<file path="src/rtl/seg_pkg.sv">
// Shared constants for the seven-segment scanner: register offsets, field positions, glyphs.
package seg_pkg;

  localparam logic [1:0] SEG_CONTENT0 = 2'd0;
  localparam logic [1:0] SEG_CONTENT1 = 2'd1;
  localparam logic [1:0] SEG_CTRL     = 2'd2;
  localparam logic [1:0] SEG_MODE     = 2'd3;

  localparam int unsigned SEG_EN_LSB    = 0;
  localparam int unsigned SEG_DP_LSB    = 16;
  localparam int unsigned SEG_BLINK_LSB = 0;
  localparam int unsigned SEG_BLANK_BIT = 31;

  // Active-high {g,f,e,d,c,b,a}; entry 15 first so index i selects glyph i.
  localparam logic [15:0][6:0] SEG_GLYPHS = {
    7'h71, 7'h79, 7'h5E, 7'h39, 7'h7C, 7'h77, 7'h6F, 7'h7F,
    7'h07, 7'h7D, 7'h6D, 7'h66, 7'h4F, 7'h5B, 7'h06, 7'h3F
  };

endpackage

</file>
<file path="src/rtl/seg_scanner_if.sv">
// Data-memory bus slice seen by the scanner peripheral.
interface seg_scanner_if;
  logic        sel;
  logic        we;
  logic        re;
  logic [3:0]  addr;
  logic [31:0] din;
  logic [31:0] dout;

  modport master (output sel, we, re, addr, din, input dout);
  modport slave  (input sel, we, re, addr, din, output dout);
endinterface

</file>
<file path="src/rtl/led7seg.sv">
// Hex nibble to active-high seven-segment pattern.
module led7seg
  import seg_pkg::*;
(
  input  logic [3:0] i_hex,
  input  logic       i_en,
  output logic [6:0] o_seg
);

  assign o_seg = i_en ? SEG_GLYPHS[i_hex] : 7'h00;

endmodule

</file>
<file path="src/rtl/seg_scanner.sv">
// CPU-writable multiplexed seven-segment controller with enable, DP, blink and blank control.
module seg_scanner
  import seg_pkg::*;
#(
  parameter int unsigned DIGITS   = 8,
  parameter int unsigned CLK_HZ   = 100000000,
  parameter int unsigned SCAN_HZ  = 1000,
  parameter int unsigned BLINK_HZ = 2
) (
  input  logic              clock,
  input  logic              reset,
  seg_scanner_if.slave      bus,
  output logic [DIGITS-1:0] an,
  output logic [7:0]        seg
);

  localparam int unsigned SCAN_DIV  = CLK_HZ / SCAN_HZ;
  localparam int unsigned BLINK_DIV = CLK_HZ / (2 * BLINK_HZ);
  localparam int unsigned IDX_W     = (DIGITS > 1) ? $clog2(DIGITS) : 1;

  logic [4*DIGITS-1:0] r_content;
  logic [DIGITS-1:0]   r_en;
  logic [DIGITS-1:0]   r_dp;
  logic [DIGITS-1:0]   r_blink;
  logic                r_blank;
  logic [IDX_W-1:0]    r_idx;
  logic [31:0]         r_scan_cnt;
  logic [31:0]         r_blink_cnt;
  logic                r_blink_ph;
  logic [31:0]         r_dout;
  logic [DIGITS-1:0]   r_an;
  logic [7:0]          r_seg;

  logic [63:0]         w_content;
  logic [15:0]         w_en;
  logic [15:0]         w_dp;
  logic [15:0]         w_blink;
  logic [4*DIGITS-1:0] w_content_nx;
  logic [31:0]         w_rd;
  logic                w_wr;
  logic                w_scan_tc;
  logic                w_blink_tc;
  logic [3:0]          w_idx;
  logic [3:0]          w_nib;
  logic [6:0]          w_glyph;
  logic                w_lit;
  logic [DIGITS-1:0]   w_an;
  logic                w_unused_addr;

  // Unstored digits are zero-extended so readback and scan see 0 for them.
  assign w_content     = 64'(r_content);
  assign w_en          = 16'(r_en);
  assign w_dp          = 16'(r_dp);
  assign w_blink       = 16'(r_blink);
  assign w_wr          = bus.sel & bus.we;
  assign w_scan_tc     = (r_scan_cnt == SCAN_DIV - 1);
  assign w_blink_tc    = (r_blink_cnt == BLINK_DIV - 1);
  assign w_idx         = 4'(r_idx);
  assign w_nib         = w_content[{w_idx, 2'b00} +: 4];
  assign w_unused_addr = ^bus.addr[1:0];

  always_comb begin
    w_rd = 32'h0;
    case (bus.addr[3:2])
      SEG_CONTENT0: w_rd = w_content[31:0];
      SEG_CONTENT1: w_rd = w_content[63:32];
      SEG_CTRL:     w_rd = {w_dp, w_en};
      default:      w_rd = {r_blank, 15'h0, w_blink};
    endcase
  end

  always_comb begin
    w_content_nx = r_content;
    for (int i = 0; i < int'(DIGITS); i++) begin
      if (w_wr && bus.addr[3:2] == ((i < 8) ? SEG_CONTENT0 : SEG_CONTENT1)) begin
        w_content_nx[4*i +: 4] = bus.din[4*(i%8) +: 4];
      end
    end
  end

  always_comb begin
    w_lit = w_en[w_idx] & ~r_blank & ~(w_blink[w_idx] & r_blink_ph);
    w_an  = '1;
    for (int i = 0; i < int'(DIGITS); i++) begin
      if (w_lit && w_idx == 4'(i)) w_an[i] = 1'b0;
    end
  end

  led7seg u_led7seg (
    .i_hex (w_nib),
    .i_en  (1'b1),
    .o_seg (w_glyph)
  );

  always_ff @(posedge clock or posedge reset) begin
    if (reset) begin
      r_content <= '0;
      r_en      <= '1;
      r_dp      <= '0;
      r_blink   <= '0;
      r_blank   <= 1'b0;
      r_dout    <= 32'h0;
    end else begin
      r_content <= w_content_nx;
      if (w_wr && bus.addr[3:2] == SEG_CTRL) begin
        r_en <= bus.din[SEG_EN_LSB +: DIGITS];
        r_dp <= bus.din[SEG_DP_LSB +: DIGITS];
      end
      if (w_wr && bus.addr[3:2] == SEG_MODE) begin
        r_blink <= bus.din[SEG_BLINK_LSB +: DIGITS];
        r_blank <= bus.din[SEG_BLANK_BIT];
      end
      // Read mux sees pre-write state, so same-edge read returns the old value.
      if (bus.sel && bus.re) r_dout <= w_rd;
    end
  end

  always_ff @(posedge clock or posedge reset) begin
    if (reset) begin
      r_scan_cnt  <= 32'h0;
      r_idx       <= '0;
      r_blink_cnt <= 32'h0;
      r_blink_ph  <= 1'b0;
      r_an        <= '1;
      r_seg       <= 8'hFF;
    end else begin
      r_scan_cnt <= w_scan_tc ? 32'h0 : r_scan_cnt + 32'h1;
      if (w_scan_tc) begin
        r_idx <= (r_idx == IDX_W'(DIGITS - 1)) ? '0 : r_idx + IDX_W'(1);
      end
      r_blink_cnt <= w_blink_tc ? 32'h0 : r_blink_cnt + 32'h1;
      if (w_blink_tc) r_blink_ph <= ~r_blink_ph;
      r_an  <= w_an;
      r_seg <= {~w_dp[w_idx], ~w_glyph};
    end
  end

  assign bus.dout = r_dout;
  assign an       = r_an;
  assign seg      = r_seg;

endmodule
</file>
<file path="src/flat_wrapper.sv">
// flat-port wrapper written by rule: the top's interface ports become plain ports
module seg_scanner_flat import seg_pkg::*;
#(
  parameter int unsigned DIGITS   = 8,
  parameter int unsigned CLK_HZ   = 100000000,
  parameter int unsigned SCAN_HZ  = 1000,
  parameter int unsigned BLINK_HZ = 2
)
  (clock, reset, an, seg, bus_sel, bus_we, bus_re, bus_addr, bus_din, bus_dout);
  seg_scanner_if bus_i ();
  input  logic clock;
  input  logic reset;
  output logic [DIGITS-1:0] an;
  output logic [7:0] seg;
  input wire logic [$bits(bus_i.sel)-1:0] bus_sel;
  input wire logic [$bits(bus_i.we)-1:0] bus_we;
  input wire logic [$bits(bus_i.re)-1:0] bus_re;
  input wire logic [$bits(bus_i.addr)-1:0] bus_addr;
  input wire logic [$bits(bus_i.din)-1:0] bus_din;
  output wire logic [$bits(bus_i.dout)-1:0] bus_dout;
  assign bus_i.sel = bus_sel;
  assign bus_i.we = bus_we;
  assign bus_i.re = bus_re;
  assign bus_i.addr = bus_addr;
  assign bus_i.din = bus_din;
  assign bus_dout = bus_i.dout;
  seg_scanner #(.DIGITS(DIGITS), .CLK_HZ(CLK_HZ), .SCAN_HZ(SCAN_HZ), .BLINK_HZ(BLINK_HZ)) u_core (.clock(clock), .reset(reset), .bus(bus_i), .an(an), .seg(seg));
endmodule
</file>
<file path="config.mk">
export PLATFORM = sky130hd
export DESIGN_NAME = seg_scanner_flat
export DESIGN_NICKNAME = d
export VERILOG_FILES = /design/src/rtl/seg_pkg.sv /design/src/rtl/seg_scanner_if.sv /design/src/rtl/led7seg.sv /design/src/rtl/seg_scanner.sv /design/src/flat_wrapper.sv
export SDC_FILE = /design/constraint.sdc
export NUM_CORES = 1
export LEC_CHECK = 0
export CAP_MARGIN = 0
export CELL_PAD_IN_SITES_DETAIL_PLACEMENT = 0
export CELL_PAD_IN_SITES_GLOBAL_PLACEMENT = 2
export CORE_UTILIZATION = 38
export CTS_CLUSTER_DIAMETER = 200
export CTS_CLUSTER_SIZE = 30
export DETAILED_ROUTE_END_ITERATION = 6
export PLACE_DENSITY = 0.8
export SLEW_MARGIN = 20
export SYNTH_ARGS = -nofsm -noshare
export SYNTH_HDL_FRONTEND = slang
export SYNTH_SLANG_ARGS = --single-unit
</file>
<file path="constraint.sdc">
create_clock -name clock -period 8.15 [get_ports clock]
set_clock_uncertainty 0.1 [all_clocks]
set_input_delay 2.445 -clock clock [delete_from_list [all_inputs] [get_ports clock]]
set_output_delay 2.445 -clock clock [all_outputs]
set_load 0.01 [all_outputs]
</file>
# --- Yosys cells after proc, flatten, opt, wreduce, memory -nomap -nowiden ---
# Memory sizes are Yosys's and may differ from the RTL's.
# Cells that the tools add are included.
op_classes:
  bitwise: 9
  n_addsub: 3
  eq_ne: 12
  mux: 19
  reduce_logical: 14
  shifts: 1
  magnitude_cmp: 2
op_table:
  columns: ["operator", "count"]
  rows:
  - ["$pmux 32 s3", 1]
  - ["$add 32x1->32 const B", 2]
  - ["$mux 32", 2]
  - ["$shiftx 64x6->4", 1]
  - ["$eq 32x17->1 const B", 1]
  - ["$eq 32x25->1 const B", 1]
  - ["$eq 3x3->1 const B", 4]
  - ["$logic_and 1x1->1", 12]
  - ["$mux 1", 11]
  - ["$bmux 1 s3", 3]
  - ["$mux 7", 1]
  - ["$not 7->7", 1]
  - ["$eq 3x2->1 const B", 2]
  - ["$lt 3x5->1 const B", 1]
  - ["$lt 4x5->1 const B", 1]
  - ["$and 1x1->1", 4]
  - ["$eq 2x2->1 const B", 2]
  - ["$logic_not 4->1", 1]
  - ["$not 1->1", 4]
  - ["$add 3x1->3 const B", 1]
  - ["$eq 3x1->1 const B", 1]
  - ["$mux 3", 1]
  - ["$eq 2x1->1 const B", 1]
  - ["$logic_not 2->1", 1]
word_totals:
  memories: 1
  regBits: 173
  inputBits: 41
  mem_bits_ro: 112
  out_inout_bits: 48
  word_cells: 73
memory_table:
  columns: ["memory", "depth", "word_bits", "read_ports", "rd_clocked_by_memory_dff", "write_ports", "line_no", "rtl"]
  rows:
  - ["(no name shown)", 16, 7, 1, 0, 0, "led7seg.sv:10", "assign o_seg = i_en ? SEG_GLYPHS[i_hex] : 7'h00;"]

# --- Longest topological paths before layout ---
# Gate-level depths: netlist (run 1).
depth:
  depth_word: 7
  depth_mapped: 9
  depth_no_buf: 7

# --- By module ---
# From an unflattened synthesis (run 1), not the netlist that was laid out.
hier_totals:
  cells_unflattened: 666
  area_unflattened_um2: 8101.5
modules_own_cells:
  columns: ["module", "area_per_inst_um2", "instances", "cells_per_inst", "seq_area_each_um2"]
  rows:
  - ["seg_scanner", 7777.5, 1, 629, 4359.2]
  - ["led7seg", 324.1, 1, 37, 0.0]

# --- Worst setup path after synthesis (run 1) ---
# No wires, ideal clock.
synth_path:
  path_kind: "input-to-reg"
  from: "input port bus_addr[3]"
  to: "register u_core.r_content[0]"
  path_buffers: 2
  cell_stages: 5
  setup_time_ns: 0.125
  arrival_time_ns: 3.729
  t_required_ns: 7.925
  setup_slack_ns: 4.196
  cell_sequence: "nor2_1 -> and3_1 -> clkbuf_1 -> buf_2 -> mux2_2"
synth_between:
  elab_chain_cells: 2
synth_rtl:
  columns: ["element", "line_no", "rtl"]
  rows:
  - ["from (decl)", "flat_wrapper.sv:18", "input wire logic [$bits(bus_i.addr)-1:0] bus_addr;"]
  - ["$logic_not 2->1", "seg_scanner.sv:75", "if (w_wr && bus.addr[3:2] == ((i < 8) ? SEG_CONTENT0 : SEG_CONTENT1)) begin"]
  - ["$logic_and 1x1->1", "seg_scanner.sv:75", null]
  - ["to (signal assigned)", "seg_scanner.sv:104", "r_content <= w_content_nx;"]
  - ["to (decl)", "seg_scanner.sv:21", "logic [4*DIGITS-1:0] r_content;"]
# No other way between the ends.
# A chain may end at the register's enable or synchronous reset.

# --- Worst setup path after layout (run 1) ---
layout_path:
  from: "input port bus_addr[2]"
  to: "register u_core.r_content[11]"
# The elaborated chain is that of the path after synthesis.

==> results_tabular.tex, run 1 <==
\begin{tabular}{lr}
\hline
Metric & Value \\
\hline
\multicolumn{2}{l}{\textbf{Outcome}} \\
Outcome & finished clean \\
\multicolumn{2}{l}{\textbf{Synth}} \\
Synth async-reset ratio & 1.000 \\
Area contributors post-synth & sky130\_fd\_sc\_hd\_\_dfrtp\_1 (47\%), sky130\_fd\_sc\_hd\_\_mux2\_2 (9.9\%), sky130\_fd\_sc\_hd\_\_dfstp\_2 (7.9\%) \\
Synth Warn \# & 0 \\
Post-Synthesis Cells & 651 \\
Ys flop type & sky130\_fd\_sc\_hd\_\_dfrtp\_1 \\
Library cell occupying the most area in the post-synthesis netlist & sky130\_fd\_sc\_hd\_\_dfrtp\_1 \\
Post-Synthesis Cell Area & 7998 um2 \\
Fraction of post-synthesis cell area in the top cell type by area & 0.4662 \\
Number of flip-flops and latches in the synthesized netlist & 173 \\
Number of distinct library cells after synthesis & 46 \\
Number of synthesized flops with an enable pin & 0 \\
Avg Synthesized Cell Area & 12.29 um2 \\
Post-Synthesis Net Count & 706 \\
Share of the yosys chip area belonging to registers & 0.5451 \\
\multicolumn{2}{l}{\textbf{STA}} \\
Final-report setup violation count & 0 \\
Period utilization & 0.6457 \\
Hold Vio Cnt, Final & 0 \\
Max-slew headroom at the worst pin & 0.3044 \\
Post-route setup TNS & 0 ns \\
Achievable frequency & 0.1900 GHz \\
Fin Hold WS & 0.3776 ns \\
RSZ-0062 raised after global routing & false \\
Transition time at the pin with the least slew margin & 1.038 ns \\
Total count of max-transition violations in the final report & 0 \\
Final worst path period need & 5.263 ns \\
\multicolumn{2}{l}{\textbf{Placed design}} \\
Gp weighted congestion & 0.7732 \\
Post-DP Area & 9145 um2 \\
Port Buffer Count & 86 \\
Placed wire-length estimate & 12700 um \\
\multicolumn{2}{l}{\textbf{Clock network}} \\
Clock latency of the later-clocked register in the worst-skew pair & 0.42 ns \\
Post-CTS Setup Inserts & 0 \\
Root cell of the clock tree & sky130\_fd\_sc\_hd\_\_clkbuf\_16 \\
Post-cts repair resize count & 0 \\
CTS Buf Count & 17 \\
\# clock sinks & 173 \\
Hold buffers post-CTS & 0 \\
Number of H-tree levels & 4 \\
TritonCTS clock tree & yes \\
Clock-pin slew on the worst setup and hold paths & 0.07 ns \\
Maximum buffer depth of the clock tree & 2 \\
\multicolumn{2}{l}{\textbf{Floorplanning}} \\
Full die area & 21630 um2 \\
Number of rows in the core area & 52 \\
Core Area & 20430 um2 \\
Die Height & 147.1 um \\
Initial Utilization & 0.3915 \\
Width of the chip & 147.1 um \\
Count of pins on the block boundary & 89 \\
\multicolumn{2}{l}{\textbf{Worst setup path}} \\
Cell breakdown of the critical path & clkdlybuf4s50\_1, nor2\_1, and3\_1, buf\_4, mux2\_2 \\
Critical path required time & 8.36 ns \\
Worst EP arrival & 5.47 ns \\
Type of the worst setup path & input pin to flop \\
Highest fanout seen on the critical path & 19 \\
Largest incremental delay on the critical path & 0.76 ns \\
Crit path buf inv count & 2 \\
Startpoint Class & input pin \\
Sort of element at the end of the critical path & flop \\
Critical-path cell with the highest stage delay & sky130\_fd\_sc\_hd\_\_nor2\_1 \\
Kind of cell adding the most delay to the critical path & simple AND/OR/NAND/NOR gates \\
\multicolumn{2}{l}{\textbf{Drt}} \\
WL per Instance & 17.85 um \\
Drt via density & 5.302 \\
Number of detailed-route iterations in the first pass & 5 \\
Number of DRC markers after the initial detailed-route iteration & 309 \\
Overall via count from detail\_route & 5403 \\
Wire length after detailed routing & 18190 um \\
Post-detailed-route DRC marker count & 0 \\
Count of nets left with antenna violations after detail routing & 0 \\
\multicolumn{2}{l}{\textbf{Power}} \\
Pwr per Cell Area & 225.4 nW/um2 \\
Maximum vdd ir drop & 0.0001613 V \\
Leak Pwr & 4.117 nW \\
\multicolumn{2}{l}{\textbf{Final layout}} \\
Total number of nets in the final design & 791 \\
Final Core Density & 0.4770 \\
Ratio of cells with drive above 1 in the final layout & 0.2083 \\
Count of inserted antenna diode cells & 0 \\
Fin area & 9746 um2 \\
Area Growth Syn to Fin & 21.86\% \\
\multicolumn{2}{l}{\textbf{Global routing}} \\
Vias in the first global route & 5686 \\
Maximum number of pins on one net before global-route repair & 115 \\
Global-route wire length before repair & 30330 um \\
Overflow left after global routing & 0 \\
Initial antenna violation count & 0 \\
Combined global-route utilization of all metal layers & 0.1797 \\
\multicolumn{2}{l}{\textbf{Hold path}} \\
Worst min-delay path class & flop to flop \\
\multicolumn{2}{l}{\textbf{Job}} \\
Max-cap viol count & 0 \\
\hline
\end{tabular}
-- path summary, 6_finish.rpt --
path	startpoint	end	slack, ns	cells past startpoint
max reg2reg	u_core.r_idx[1]$_DFFE_PP0N_	u_core.seg[0]$_DFF_PP1_	4.95	6
min	u_core.r_scan_cnt[31]$_DFF_PP0_	u_core.r_scan_cnt[31]$_DFF_PP0_	0.38	1
max	bus_addr[2]	u_core.r_content[11]$_DFFE_PP0P_	2.89	5
min reg2reg	u_core.r_scan_cnt[31]$_DFF_PP0_	u_core.r_scan_cnt[31]$_DFF_PP0_	0.38	1
max in group asynchronous	reset	u_core.r_blink[4]$_DFFE_PP0P_	4.14	3
min in group asynchronous	reset	u_core.r_scan_cnt[13]$_DFF_PP0_	2.42	2
-- Yosys cell counts (11+ instances only) --
cell type and count:
sky130_fd_sc_hd__nand3_1 29, sky130_fd_sc_hd__ha_1 14, sky130_fd_sc_hd__nor4_1 20, sky130_fd_sc_hd__nand2_1 49, sky130_fd_sc_hd__dfrtp_1 149, sky130_fd_sc_hd__nand4_1 21
sky130_fd_sc_hd__mux2_2 70, sky130_fd_sc_hd__buf_2 11, sky130_fd_sc_hd__inv_1 14, sky130_fd_sc_hd__xor2_1 21, sky130_fd_sc_hd__xnor2_1 29, sky130_fd_sc_hd__clkbuf_1 12
sky130_fd_sc_hd__a22o_1 16, sky130_fd_sc_hd__mux2i_1 19, sky130_fd_sc_hd__nor3_1 16, sky130_fd_sc_hd__nor2_1 23, sky130_fd_sc_hd__mux4_2 14, sky130_fd_sc_hd__o21ai_0 22
sky130_fd_sc_hd__dfstp_2 24
-- cell usage in the layout, fill, tap and decap left out, types with 2 or more instances in the layout --
| cell type | instances |
|---|---|
| sky130_fd_sc_hd__dfrtp_1 | 149 |
| sky130_fd_sc_hd__clkdlybuf4s50_1 | 86 |
| sky130_fd_sc_hd__mux2_2 | 70 |
| sky130_fd_sc_hd__nand2_1 | 49 |
| sky130_fd_sc_hd__nand3_1 | 29 |
| sky130_fd_sc_hd__xnor2_1 | 29 |
| sky130_fd_sc_hd__dfstp_2 | 24 |
| sky130_fd_sc_hd__nor2_1 | 23 |
| sky130_fd_sc_hd__o21ai_0 | 22 |
| sky130_fd_sc_hd__nand4_1 | 21 |
| sky130_fd_sc_hd__xor2_1 | 21 |
| sky130_fd_sc_hd__mux2i_1 | 19 |
| sky130_fd_sc_hd__nor4_1 | 19 |
| sky130_fd_sc_hd__clkbuf_16 | 17 |
| sky130_fd_sc_hd__a22o_1 | 16 |
| sky130_fd_sc_hd__nor3_1 | 15 |
| sky130_fd_sc_hd__mux4_2 | 14 |
| sky130_fd_sc_hd__ha_1 | 14 |
| sky130_fd_sc_hd__inv_1 | 13 |
| sky130_fd_sc_hd__and3_1 | 10 |
| sky130_fd_sc_hd__a21oi_1 | 10 |
| sky130_fd_sc_hd__and4_1 | 9 |
| sky130_fd_sc_hd__a22oi_1 | 8 |
| sky130_fd_sc_hd__inv_8 | 6 |
| sky130_fd_sc_hd__buf_4 | 6 |
| sky130_fd_sc_hd__or3_1 | 5 |
| sky130_fd_sc_hd__or4_1 | 5 |
| sky130_fd_sc_hd__o31ai_1 | 5 |
| sky130_fd_sc_hd__inv_6 | 5 |
| sky130_fd_sc_hd__clkinv_8 | 3 |
| sky130_fd_sc_hd__nand4b_1 | 2 |
| sky130_fd_sc_hd__nor2b_1 | 2 |
| sky130_fd_sc_hd__nor4bb_1 | 2 |
| sky130_fd_sc_hd__o21bai_1 | 2 |
| sky130_fd_sc_hd__mux2i_2 | 2 |
| sky130_fd_sc_hd__clkinv_4 | 2 |
-- state kept, by name, indices dropped and copies added (netlist names), 3 cells and up --
register and flops:
u_core.an 8, u_core.bus.dout 32, u_core.r_blink 8, u_core.r_blink_cnt 32, u_core.r_content 32, u_core.r_dp 8
u_core.r_en 8, u_core.r_idx 3, u_core.r_scan_cnt 32, u_core.seg 8
-- report_power, final --
group	internal [mW]	switching, mW	total, mW
clock	0.415	0.390	0.805
combinational	0.199	0.145	0.344
sequential	0.975	0.0727	1.05
total	1.59	0.608	2.20
-- cell type report --
| type | count | area [um2] |
|---|---|---|
| timing repair buffer | 92 | 905.9 |
| multi-input combinational | 437 | 3487 |
| tap | 270 | 337.8 |
| clock buffer | 17 | 425.4 |
| sequential | 173 | 4359 |
| clock inverter | 15 | 166.4 |
| inverter | 15 | 63.81 |
| fill | 1898 | 10680 |
-- stage by stage --
| stage | power, mW | setup slack [ns] | cells |
|---|---|---|---|
| 2_1_floorplan | 1.243 | 0.9562 | 651 |
| 6_report | 2.197 | 2.887 | 1019 |
| 3_3_place_gp | 1.398 | 2.572 | 987 |
| 5_1_grt | 2.304 | 2.778 | 1019 |
| 3_5_place_dp | 1.411 | 2.477 | 987 |
| 4_1_cts | 2.223 | 2.916 | 1019 |
-- layer usage --
metal	wire length (um)	vias to the layer above	track usage	part of all wire
met5	0	-	0	0
met3	655	6	0.03882	0.036
met2	8827	78	0.2877	0.49
li1	-	2554	-	-
met4	98	0	0.03608	0.0054
met1	8609	2765	0.2515	0.47
-- kinds of logic (layout without fill, tap and decap cells) --
kind of cell / after synthesis / in the layout / synth area share
AND/OR/NAND/NOR: 199 / 199 / 0.1339
adder cells (fa/ha/maj): 14 / 14 / 0.02190
flip-flops: 173 / 173 / 0.5451
XOR/XNOR: 50 / 50 / 0.05476
multiplexers: 105 / 105 / 0.1652
buffers and inverters: 41 / 139 / 0.02112
AO/OA/AOI/OAI: 69 / 69 / 0.05804
(Power assumes the default switching activity.)
==> run 2: changes to the inputs <==
- clock period: 8.15 -> 5 ns (I/O delays scaled with it)
==> results_tabular.tex, run 2 (synthesis results as in run 1) <==
\begin{tabular}{lr}
\hline
Metric & Value \\
\hline
\multicolumn{2}{l}{\textbf{Clock network}} \\
Clock-pin slew on the worst setup and hold paths & 0.07 ns (about the same) \\
Post-cts repair resize count & 0 (unchanged) \\
TritonCTS clock tree & yes \\
Maximum buffer depth of the clock tree & 2 (unchanged) \\
Number of H-tree levels & 4 (unchanged) \\
Hold buffers post-CTS & 0 (unchanged) \\
CTS Buf Count & 17 (unchanged) \\
Clock latency of the later-clocked register in the worst-skew pair & 0.43 ns (about the same) \\
Post-CTS Setup Inserts & 0 (unchanged) \\
Root cell of the clock tree & sky130\_fd\_sc\_hd\_\_clkbuf\_16 \\
\# clock sinks & 173 (unchanged) \\
\multicolumn{2}{l}{\textbf{Worst setup path}} \\
Destination of the worst register-to-register timing path & u\_core.seg[0]\$\_DFF\_PP1\_ \\
Sort of element at the end of the critical path & flop \\
Setup crit start & bus\_addr[2] \\
Register-to-register setup slack & 1.94 ns (-3.01 ns) \\
Setup crit end & u\_core.r\_dp[0]\$\_DFFE\_PP0P\_ \\
Startpoint Class & input pin \\
Worst EP arrival & 3.91 ns (-1.56 ns) \\
Highest fanout seen on the critical path & 16 (-3) \\
Depth of the worst register-to-register path & 7 (+1) \\
Critical path required time & 5.21 ns (-3.15 ns) \\
Launch point of the worst reg-to-reg path & u\_core.r\_idx[1]\$\_DFFE\_PP0N\_ \\
Type of the worst setup path & input pin to flop \\
\multicolumn{2}{l}{\textbf{Final layout}} \\
Ratio of cells with drive above 1 in the final layout & 0.2135 (+0.005250) \\
Most frequent standard cell in the layout excluding fill and tap cells & sky130\_fd\_sc\_hd\_\_dfrtp\_1 \\
Count of inserted antenna diode cells & 0 (unchanged) \\
Fin area & 9797 um2 (+0.53\%) \\
Total number of nets in the final design & 796 (+0.63\%) \\
Final Core Density & 0.4795 (+0.002511) \\
Final Instance Count excl. Fillers & 1024 (+0.49\%) \\
Top library cells by usage in the layout, fill and taps aside & sky130\_fd\_sc\_hd\_\_dfrtp\_1 (149), sky130\_fd\_sc\_hd\_\_clkdlybuf4s50\_1 (86), sky130\_fd\_sc\_hd\_\_mux2\_2 (70), sky130\_fd\_sc\_hd\_\_nand2\_1 (49) \\
Area Growth Syn to Fin & 22.50\% \\
\multicolumn{2}{l}{\textbf{Placed design}} \\
Port Buffer Count & 86 (unchanged) \\
Inst Count DP & 992 (+0.51\%) \\
Placed wire-length estimate & 13140 um (+3.4\%) \\
Gp weighted congestion & 0.7906 (+2.3\%) \\
Post-DP Area & 9219 um2 (+0.81\%) \\
\multicolumn{2}{l}{\textbf{Power}} \\
Leak Pwr & 4.123 nW (+0.15\%) \\
Pwr per Cell Area & 364.4 nW/um2 (+62\%) \\
Maximum vdd ir drop & 0.0001845 V (+14\%) \\
\multicolumn{2}{l}{\textbf{Floorplanning}} \\
Core Area & 20430 um2 (unchanged) \\
Count of pins on the block boundary & 89 (unchanged) \\
Number of rows in the core area & 52 (unchanged) \\
Width of the chip & 147.1 um (unchanged) \\
Initial Utilization & 0.3915 (unchanged) \\
Die Height & 147.1 um (unchanged) \\
Full die area & 21630 um2 (unchanged) \\
\multicolumn{2}{l}{\textbf{Global routing}} \\
Overflow left after global routing & 0 (unchanged) \\
Vias in the first global route & 5712 (+0.46\%) \\
Maximum number of pins on one net before global-route repair & 58 (-50\%) \\
Global-route wire length before repair & 30740 um (+1.4\%) \\
Initial antenna violation count & 0 (unchanged) \\
Combined global-route utilization of all metal layers & 0.1827 (+0.002998) \\
\multicolumn{2}{l}{\textbf{Hold path}} \\
Worst min-delay path class & flop to flop \\
\multicolumn{2}{l}{\textbf{STA}} \\
Post-route setup TNS & 0 ns (unchanged) \\
Fin Hold WS & 0.3799 ns (+0.002218 ns) \\
Achievable frequency & 0.2704 GHz \\
Final-report setup violation count & 0 (unchanged) \\
Max-slew headroom at the worst pin & 0.3157 (+0.01131) \\
Transition time at the pin with the least slew margin & 1.021 ns (-0.01704 ns) \\
Total count of max-transition violations in the final report & 0 (unchanged) \\
RSZ-0062 raised after global routing & false \\
Hold Vio Cnt, Final & 0 (unchanged) \\
Final worst path period need & 3.698 ns \\
Period utilization & 0.7396 \\
\multicolumn{2}{l}{\textbf{Outcome}} \\
Outcome & finished clean \\
\multicolumn{2}{l}{\textbf{Drt}} \\
Count of nets left with antenna violations after detail routing & 0 (unchanged) \\
Drt via density & 5.380 (+1.5\%) \\
WL per Instance & 18.09 um (+1.3\%) \\
Wire length after detailed routing & 18520 um (+1.8\%) \\
Post-detailed-route DRC marker count & 0 (unchanged) \\
Number of DRC markers after the initial detailed-route iteration & 292 (-5.5\%) \\
Overall via count from detail\_route & 5509 (+2.0\%) \\
Number of detailed-route iterations in the first pass & 4 (-1) \\
\multicolumn{2}{l}{\textbf{Job}} \\
Max-cap viol count & 0 (unchanged) \\
\hline
\end{tabular}
[run 2: cell count changes in the layout (fill, tap and decap cells not counted), sizes merged]
| cell | delta |
|---|---|
| clkinvlp | +2 |
| buf | +5 |
| inv | -3 |
| clkinv | +1 |
[run 2: power breakdown]
group / total [mW] / internal (mW) / switching (mW)
clock network: 1.29 / 0.665 / 0.625
logic: 0.566 / 0.329 / 0.237
registers: 1.71 / 1.59 / 0.123
[run 2: how the worst min path moves through the flow]
| stage | start | endpoint | slack (ns) | cells past startpoint |
|---|---|---|---|---|
| 2_1_floorplan | u_core.r_blink_cnt[31]$_DFF_PP0_ | u_core.r_blink_cnt[31]$_DFF_PP0_ | 0.34 | 1 |
| 3_5_place_dp | u_core.r_scan_cnt[31]$_DFF_PP0_ | u_core.r_scan_cnt[31]$_DFF_PP0_ | 0.37 | 1 |
| 4_1_cts | u_core.r_scan_cnt[31]$_DFF_PP0_ | u_core.r_scan_cnt[31]$_DFF_PP0_ | 0.38 | 1 |
| 3_3_place_gp | u_core.r_scan_cnt[31]$_DFF_PP0_ | u_core.r_scan_cnt[31]$_DFF_PP0_ | 0.36 | 1 |
| 5_1_grt | u_core.r_scan_cnt[31]$_DFF_PP0_ | u_core.r_scan_cnt[31]$_DFF_PP0_ | 0.39 | 1 |
| 6_report | u_core.r_scan_cnt[31]$_DFF_PP0_ | u_core.r_scan_cnt[31]$_DFF_PP0_ | 0.38 | 1 |
[run 2: stage by stage]
stage	total power, mW	worst slack [ns]
2_1_floorplan	2.027	1.209
4_1_cts	3.615	1.290
5_1_grt	3.737	1.147
6_report	3.570	1.302
3_5_place_dp	2.310	0.8387
3_3_place_gp	2.291	0.9360
[run 2: final cells by class]
type,count,area (um2)
timing repair buffer,97,980.9
clock inverter,15,152.6
clock buffer,17,425.4
sequential,173,4359
multi-input combinational,437,3481
tap,270,337.8
inverter,15,60.06
fill,1818,10630
[run 2: critical path, cell delays in order]
cell	delay [ns]
sky130_fd_sc_hd__clkdlybuf4s50_1	0.78
sky130_fd_sc_hd__nand4b_1	1.05
sky130_fd_sc_hd__mux2_2	0.59
[run 2: layer usage]
metal	wire length (um)	vias to the layer above	track usage
li1	-	2564	-
met4	126	0	0.03763
met2	9027	96	0.2920
met3	724	10	0.04286
met1	8644	2839	0.2533
met5	0	-	0
